`src/rtl/lmac_reg_reader_if.sv`:
```
// lmac_reg_reader_if: AXI4-Lite read-channel bundle between host bridge and lmac_reg_reader
interface lmac_reg_reader_if;
  logic [17:0] s_axil_araddr;
  logic        s_axil_arvalid;
  logic        s_axil_arready;
  logic [31:0] s_axil_rdata;
  logic [1:0]  s_axil_rresp;
  logic        s_axil_rvalid;
  logic        s_axil_rready;
  modport master (
    output s_axil_araddr, s_axil_arvalid, s_axil_rready,
    input  s_axil_arready, s_axil_rdata, s_axil_rresp, s_axil_rvalid
  );
  modport slave (
    input  s_axil_araddr, s_axil_arvalid, s_axil_rready,
    output s_axil_arready, s_axil_rdata, s_axil_rresp, s_axil_rvalid
  );
endinterface

```
`src/rtl/lmac_reg_reader.sv`:
```
// lmac_reg_reader: turns AXI4-Lite reads into MAC register-port requests and returns the data.
// Define LMAC_REGRD_TIMEOUT_EN to add the WAIT timeout counter.
module lmac_reg_reader #(
  parameter int          TIMEOUT_CYCLES = 255,
  parameter logic [31:0] ERR_DATA       = 32'hDEADBEEF
) (
  input  logic                 clk,
  input  logic                 rst,
  lmac_reg_reader_if.slave     axil,
  output logic [15:0]          host_addr_reg,
  output logic                 reg_rd_start,
  input  logic                 reg_rd_done_out,
  input  logic [31:0]          FMAC_REGDOUT,
  output logic                 busy,
  output logic [7:0]           err_count
);
  typedef enum logic [1:0] {IDLE, ISSUE, WAIT, RESP} state_t;
  state_t      r_state, w_next;
  logic        w_mis, w_done, w_tmo, w_to_resp, w_err, w_issue;
  logic [15:0] r_addr;
  logic        r_start, r_rvalid;
  logic [31:0] r_rdata;
  logic [1:0]  r_rresp;
  logic [7:0]  r_err;
  assign w_mis     = r_state == IDLE && axil.s_axil_arvalid && axil.s_axil_araddr[1:0] != 2'b00;
  assign w_issue   = r_state == IDLE && axil.s_axil_arvalid && axil.s_axil_araddr[1:0] == 2'b00;
  assign w_done    = r_state == WAIT && reg_rd_done_out;
  assign w_to_resp = w_mis || w_done || w_tmo;
  assign w_err     = w_mis || w_tmo;
`ifdef LMAC_REGRD_TIMEOUT_EN
  logic [15:0] r_cnt;
  // counter holds the number of WAIT cycles already spent, so expiry fires in the last one
  assign w_tmo = r_state == WAIT && !reg_rd_done_out && r_cnt == 16'(TIMEOUT_CYCLES - 1);
  always_ff @(posedge clk)
    r_cnt <= (rst || r_state == ISSUE) ? '0 : (r_state == WAIT ? r_cnt + 16'd1 : r_cnt);
`else
  logic w_unused_timeout;
  assign w_unused_timeout = TIMEOUT_CYCLES == 0;
  assign w_tmo = 1'b0;
`endif
  always_ff @(posedge clk)
    r_state <= rst ? IDLE : w_next;
  always_comb begin
    w_next = r_state;
    case (r_state)
      IDLE:    w_next = !axil.s_axil_arvalid ? IDLE : (w_mis ? RESP : ISSUE);
      ISSUE:   w_next = WAIT;
      WAIT:    w_next = (w_done || w_tmo) ? RESP : WAIT;
      RESP:    w_next = axil.s_axil_rready ? IDLE : RESP;
      default: w_next = IDLE;
    endcase
  end
  always_comb begin
    axil.s_axil_arready = r_state == IDLE && !rst;
    busy                = r_state != IDLE && !rst;
  end
  always_ff @(posedge clk) begin
    if (rst) begin
      r_addr   <= '0;
      r_start  <= 1'b0;
      r_rvalid <= 1'b0;
      r_rdata  <= '0;
      r_rresp  <= '0;
      r_err    <= '0;
    end else begin
      r_start <= w_issue;
      if (w_issue) r_addr <= axil.s_axil_araddr[17:2];
      if (w_to_resp) begin
        r_rvalid <= 1'b1;
        r_rdata  <= w_err ? ERR_DATA : FMAC_REGDOUT;
        r_rresp  <= w_err ? 2'b10 : 2'b00;
        if (w_err && r_err != 8'hFF) r_err <= r_err + 8'd1;
      end else if (r_state == RESP && axil.s_axil_rready) begin
        r_rvalid <= 1'b0;
      end
    end
  end
  assign host_addr_reg      = r_addr;
  assign reg_rd_start       = r_start;
  assign axil.s_axil_rvalid = r_rvalid;
  assign axil.s_axil_rdata  = r_rdata;
  assign axil.s_axil_rresp  = r_rresp;
  assign err_count          = r_err;
endmodule

```
`src/flat_wrapper.sv`:
```
// flat-port wrapper written by rule: the top's interface ports become plain ports
module lmac_reg_reader_flat 
#(
  parameter int          TIMEOUT_CYCLES = 255,
  parameter logic [31:0] ERR_DATA       = 32'hDEADBEEF
)
  (clk, rst, host_addr_reg, reg_rd_start, reg_rd_done_out, FMAC_REGDOUT, busy, err_count, axil_s_axil_araddr, axil_s_axil_arvalid, axil_s_axil_rready, axil_s_axil_arready, axil_s_axil_rdata, axil_s_axil_rresp, axil_s_axil_rvalid);
  lmac_reg_reader_if axil_i ();
  input  logic clk;
  input  logic rst;
  output logic [15:0] host_addr_reg;
  output logic reg_rd_start;
  input  logic reg_rd_done_out;
  input  logic [31:0] FMAC_REGDOUT;
  output logic busy;
  output logic [7:0] err_count;
  input wire logic [$bits(axil_i.s_axil_araddr)-1:0] axil_s_axil_araddr;
  input wire logic [$bits(axil_i.s_axil_arvalid)-1:0] axil_s_axil_arvalid;
  input wire logic [$bits(axil_i.s_axil_rready)-1:0] axil_s_axil_rready;
  output wire logic [$bits(axil_i.s_axil_arready)-1:0] axil_s_axil_arready;
  output wire logic [$bits(axil_i.s_axil_rdata)-1:0] axil_s_axil_rdata;
  output wire logic [$bits(axil_i.s_axil_rresp)-1:0] axil_s_axil_rresp;
  output wire logic [$bits(axil_i.s_axil_rvalid)-1:0] axil_s_axil_rvalid;
  assign axil_i.s_axil_araddr = axil_s_axil_araddr;
  assign axil_i.s_axil_arvalid = axil_s_axil_arvalid;
  assign axil_i.s_axil_rready = axil_s_axil_rready;
  assign axil_s_axil_arready = axil_i.s_axil_arready;
  assign axil_s_axil_rdata = axil_i.s_axil_rdata;
  assign axil_s_axil_rresp = axil_i.s_axil_rresp;
  assign axil_s_axil_rvalid = axil_i.s_axil_rvalid;
  lmac_reg_reader #(.TIMEOUT_CYCLES(TIMEOUT_CYCLES), .ERR_DATA(ERR_DATA)) u_core (.clk(clk), .rst(rst), .axil(axil_i), .host_addr_reg(host_addr_reg), .reg_rd_start(reg_rd_start), .reg_rd_done_out(reg_rd_done_out), .FMAC_REGDOUT(FMAC_REGDOUT), .busy(busy), .err_count(err_count));
endmodule
```
`config.mk`:
```
export PLATFORM = sky130hd
export DESIGN_NAME = lmac_reg_reader_flat
export DESIGN_NICKNAME = d
export VERILOG_FILES = /design/src/rtl/lmac_reg_reader_if.sv /design/src/rtl/lmac_reg_reader.sv /design/src/flat_wrapper.sv
export SDC_FILE = /design/constraint.sdc
export NUM_CORES = 1
export LEC_CHECK = 0
export ABC_AREA = 1
export CAP_MARGIN = 20
export CELL_PAD_IN_SITES_DETAIL_PLACEMENT = 0
export CELL_PAD_IN_SITES_GLOBAL_PLACEMENT = 2
export CORE_MARGIN = 4
export CORE_UTILIZATION = 22
export CTS_BUF_LIST = sky130_fd_sc_hd__clkbuf_4 sky130_fd_sc_hd__clkbuf_8
export CTS_CLUSTER_SIZE = 20
export DETAILED_ROUTE_END_ITERATION = 10
export GPL_TIMING_DRIVEN = 0
export PLACE_DENSITY = 0.89
export REMOVE_ABC_BUFFERS = 1
export SYNTH_ARGS = -nofsm -noshare
export SYNTH_HDL_FRONTEND = slang
export SYNTH_SLANG_ARGS = --single-unit
```
`constraint.sdc`:
```
create_clock -name clk -period 2.1 [get_ports clk]
set_clock_uncertainty 0.2 [all_clocks]
set_input_delay 0.315 -clock clk [delete_from_list [all_inputs] [get_ports clk]]
set_output_delay 0.315 -clock clk [all_outputs]
set_load 0.02 [all_outputs]
```
==> metrics, run 1 <==
status completed; overall routing resource usage 0.1236; number of setup violations in the final report 0; min Tclk post-route 1.950 ns; CP required 1.58 ns; hold crit path type in -> reg; Pwr Total 3397 uW; final max-slew violation count 0; Wirelength per Cell 13.03 um; Synth Cell Area 2429 um^2; placed cell count 559; fin crit share 0.9284; Setup TNS 0 ns; largest net degree at the start of global routing 35; maximum clock path buffer count 2; nets 487; initial antenna violation count 0; Critical Path AT 1.43 ns; Avg Cell Area, Syn 7.566 um^2; layout cells sized above 1 0.07569; global route overflow 0; Worst-Skew Late Latency 0.33 ns; CP delay by family, top buffers and inverters; clock tree sinks 61; Ys Warns 0; Core Region 10840 um^2; Max-slew headroom 0.6258; worst-margin pin slew 0.5600 ns; Post-Syn Instances 321; element type at the critical path end primary output; max reg flops 32; Initial Utilization 0.2240; reg2reg setup slack 0.33 ns; CTS tree built; Cell Pwr Density 866.9 nW/um^2; CP max stage delay 0.65 ns; synthesized flop and latch total 61; Buf/Inv on CP 1; Routed WL 7.506 mm; Peak Freq 512.9 MHz; gpl congestion 0.7694; Max VDD drop 0.0004397 V; Row Count 38; antenna-violating nets left 0; Non-Filler Instances 576; area grow syn2layout 61.36%; cts hold-fix bufs 0; overall die area 12780 um^2; Hold Fails Final Rpt 0; maxcap violations 0; hold slack 0.2344 ns; # IOs 117; CP max FO 6; first-pass GRT wire length 12.73 mm; DRC marker count from the first detailed-route iteration 126; number of diodes 0; Netlist cell types 25; count of buffers from port buffering 115; Clock Pin Slew Worst Setup and Hold Paths 0.07 ns; Post-CTS Repair Setup Buffers 0; crit path launch type flop; detailed-placement wirelength estimate 5.002 mm; first-pass detailed-route iteration total 4; Inserted Clock Buffers 9; crit path kind reg -> out; via count 2456; Via density 4.264; Post-route DRC 0; Die Ht 113.1 um; vias in the first global route 2587; Critical Path, Cell by Cell clkdlybuf4s50_1; Root Driver clkbuf_8; CP max-delay cell clkdlybuf4s50_1; unrepaired setup endpoints after global routing false; Pleak 0.001512 uW; Die Wd 113.1 um; Seq/Total Area, Yosys 0.5028; H-tree depth 3
[timing repair]
item                                    in CTS  in global routing
cloned                                       1                  0
endpoints found under the setup margin      42                  3
resized for setup                           11                  2
[final cells by class]
class                           instances  area, um^2
Timing Repair inverter                  1       7.507
Fill cell                            1179        6922
Multi-Input combinational cell        223        1054
Inverter                               20       86.33
Sequential cell                        61        1221
Tap cell                              140       175.2
Clock inverter                          4       70.07
Clock buffer                           12       158.9
Timing Repair Buffer                  115        1146
[power breakdown]
part,internal (uW),switching (uW)
clock,743,465
combinational,383,453
sequential,1280,69.9
[synth_stat cells]
master	count	share of area
o21ai_0	34	0.070
clkbuf_1	7	0.011
nor2_8	1	0.0082
nor2_2	1	0.0026
inv_1	16	0.025
buf_4	3	0.0093
nand4_1	2	0.0052
nor3_1	1	0.0021
nand3_2	1	0.0041
o31ai_1	1	0.0031
inv_2	3	0.0046
nor2_4	1	0.0046
inv_4	1	0.0026
ha_1	1	0.0052
conb_1	1	0.0015
nand2_2	4	0.010
nand2_4	2	0.0093
xor2_1	3	0.011
dfxtp_1	61	0.50
nand2_1	77	0.12
a31oi_1	1	0.0026
nor2_1	34	0.053
nand3_1	30	0.062
buf_2	7	0.014
a21oi_1	28	0.058
[layer usage]
metal / up-vias / GRT usage / routed length [um]
li1: 1254 / - / -
met1: 1106 / 0.1486 / 3324
met2: 90 / 0.1991 / 3389
met3: 6 / 0.05615 / 732
met4: 0 / 0.03606 / 59
met5: - / 0 / 0
[worst paths after layout]
kind	startpoint	endpoint	cells past startpoint
min	rst	u_core.err_count[5]	2
max reg2reg	u_core.r_state[1]	u_core.axil.s_axil_rdata[1]	6
max	u_core.err_count[2]	err_count[2]	1
min reg2reg	u_core.host_addr_reg[3]	u_core.host_addr_reg[3]	2
[cells in the final DEF (no fill, tap or decap), types with 3 or more instances in the layout]
cell type,count
o21ai_0,34
inv_1,15
a21oi_1,28
clkbuf_8,11
nand2_1,77
nand3_1,30
dfxtp_1,61
clkdlybuf4s50_1,112
xor2_1,3
nor2_1,34
nand2_2,4
[metrics by stage]
step	utilization	instance area, um^2	setup WS, ns
final	0.3615	3919	0.1503
after global routing	0.3615	3919	0.07252
after CTS	0.3610	3914	0.1325
after detailed placement	0.3386	3671	-1.199
after global placement	0.3386	3671	-1.236
after floorplan	-	2345	0.3994
[cell families after synthesis]
group / after synthesis / share of synthesized area
XOR/XNOR: 3 / 0.01082
buffers and inverters: 37 / 0.06646
AND/OR/NAND/NOR: 154 / 0.2797
other: 1 / 0.001544
AO/OA/AOI/OAI: 64 / 0.1334
adder cells (fa/ha/maj): 1 / 0.005151
flip-flops: 61 / 0.5028
(Power assumes the default switching activity.)
==> run 2, diff against run 1 <==
Settings changed: CORE_UTILIZATION 22 to 23, CTS_BUF_LIST sky130_fd_sc_hd__clkbuf_4 sky130_fd_sc_hd__clkbuf_8 to unset, PLACE_DENSITY 0.89 to 0.92.
Clock period 2.1 ns to 2.31 ns, I/O delays scaled along.
==> run 2 against run 1 <==
Effect of this change: cell count is 0.69% lower; critical path depth is 2 higher; wire length is 0.21% higher; total power is 9.4% lower; critical endpoint is now busy; sequential power is 9% lower; largest power group unchanged; non-clock buffer count stayed put.
==> metrics, run 2 (synthesis results as in run 1) <==
Root Driver clkbuf_8; largest net degree at the start of global routing 35 (unchanged); Peak Freq 460.3 MHz; Pleak 0.001502 uW (-0.69%); Die Ht 110.8 um (-2.0%); number of setup violations in the final report 0 (unchanged); status completed; max reg flops 32 (unchanged); H-tree depth 3 (unchanged); leading cell type in the layout, fill and taps excluded clkdlybuf4s50_1; Int Pwr 2182 uW (-9.4%); unrepaired setup endpoints after global routing false; fin crit share 0.9405; Via density 4.274 (+0.25%); Cell Pwr Density 787.8 nW/um^2 (-9.1%); reg2reg setup slack 0.52 ns (+0.19 ns); Routed WL 7.522 mm (+0.21%); Max VDD drop 0.0003354 V (-24%); NetSw 896.8 uW (-9.2%); CP delay by family, top buffers and inverters; overall routing resource usage 0.1231 (-0.0004583); crit path kind reg -> out; Post-route DRC 0 (unchanged); maximum clock path buffer count 2 (unchanged); overall die area 12270 um^2 (-4.0%); placed cell area 3666 um^2 (-0.14%); DRC marker count from the first detailed-route iteration 162 (+29%); initial antenna violation count 0 (unchanged); Buf/Inv on CP 1 (unchanged); CP max FO 4 (-2); gpl congestion 0.7307 (-5.0%); CTS tree built; first-pass detailed-route iteration total 4 (unchanged); combinational share of power 0.247 (about the same); detailed-placement wirelength estimate 4.981 mm (-0.42%); crit path launch type flop; Initial Utilization 0.2352 (+0.01121); CP required 1.76 ns (+0.18 ns); nets 487 (unchanged); # IOs 117 (unchanged); number of diodes 0 (unchanged); design area 3908 um^2 (-0.29%); Non-Filler Instances 572 (-0.69%); Fill cells 1054 (-11%); Max-slew headroom 0.5607 (-0.06504); Flop pwr share 0.400 (+0.002); CP max-delay cell clkdlybuf4s50_1; Wirelength per Cell 13.15 um (+0.91%); net switching fraction of the power 0.2913 (+0.0004587); layout cells sized above 1 0.07339 (-0.002294); Post-CTS Repair Setup Buffers 0 (unchanged); min Tclk post-route 2.173 ns; antenna-violating nets left 0 (unchanged); clock tree sinks 61 (unchanged); Inserted Clock Buffers 9 (unchanged); CP max stage delay 0.65 ns (about the same); Critical Path, Cell by Cell nor2_2 > nor2_1 > clkdlybuf4s50_1; count of buffers from port buffering 115 (unchanged); Worst-Skew Late Latency 0.33 ns (about the same); global route overflow 0 (unchanged); Hold Fails Final Rpt 0 (unchanged); Core Region 10320 um^2 (-4.8%); area grow syn2layout 60.90%; element type at the critical path end primary output; clock share of power 0.353 (-0.003); Critical Path AT 1.63 ns (+0.20 ns); maxcap violations 0 (unchanged); worst-margin pin slew 0.6553 ns (+0.09529 ns); hold crit path type reg -> reg; via count 2445 (-0.45%); vias in the first global route 2486 (-3.9%); Clock Pin Slew Worst Setup and Hold Paths 0.07 ns (about the same); placed cell count 555 (-0.72%); Row Count 37 (-2.6%); final max-slew violation count 0 (unchanged); Die Wd 110.8 um (-2.0%); first-pass GRT wire length 12.34 mm (-3.0%); most frequent cells in the layout clkdlybuf4s50_1 (114), nand2_1 (77), dfxtp_1 (61); cts hold-fix bufs 0 (unchanged)
[run 2: power by group through the flow]
stage / combinational [uW] / sequential [uW] / clock, uW
final: 761 / 1230 / 1090
after global routing: 836 / 1250 / 1160
after CTS: 773 / 1230 / 1130
after detailed placement: 767 / 1250 / 0
after global placement: 765 / 1250 / 0
after floorplan: 238 / 1380 / 0
[run 2: repair_timing]
action                     in CTS  in global routing
gates cloned                    1                  0
setup endpoints to repair      42                 31
gates resized for setup         7                  2
hold endpoints to repair        0                  0
[run 2: metrics by stage]
step	hold slack, ns	TNS (ns)	setup slack, ns	utilization	total power (uW)
2_1_floorplan	0.2156	0	0.6094	-	1616
3_3_place_gp	0.2485	-35.03	-1.059	0.3551	2013
3_5_place_dp	0.2560	-36.51	-1.115	0.3551	2020
4_1_cts	0.2676	0	0.02017	0.3775	3130
5_1_grt	0.2835	0	0.03828	0.3785	3246
6_report	0.2655	0	0.1375	0.3785	3078
[run 2: layout make-up]
type                       count  area [um^2]  area share
sequential                    61         1221      0.3125
timing repair buffer         115         1146      0.2933
multi-input combinational    223         1054      0.2696
tap                          136        170.2     0.04355
clock buffer                  12        155.1     0.03971
inverter                      20        86.33     0.02209
clock inverter                 4        70.07     0.01793
timing repair inverter         1        5.005    0.001281
[run 2: routing by layer]
metal	global-route usage	up-vias	wire length, um
li1	-	1260	-
met1	0.1440	1094	3272
met2	0.2027	85	3464
met3	0.05677	6	730
met4	0.03448	0	54
met5	0	-	0
[run 2: worst paths after layout]
kind / start / depth (start not counted) / endpoint
max: u_core.r_state[1] / 3 / busy
min: u_core.host_addr_reg[11] / 2 / u_core.host_addr_reg[11]
min reg2reg: u_core.host_addr_reg[11] / 2 / u_core.host_addr_reg[11]
max reg2reg: u_core.r_state[0] / 5 / u_core.axil.s_axil_rdata[9]
[run 2: tightest hold or removal path, cell delays in order, from the launching register on]
cell and delay (ns):
dfxtp_1 0.31, nand2_1 0.06, a21oi_1 0.05
==> run 3, diff against run 2 <==
Settings changed: CTS_CLUSTER_SIZE 20 to 10.
==> results of run 3 <==
Final layout, timing and power as in run 2 (identical DEF).
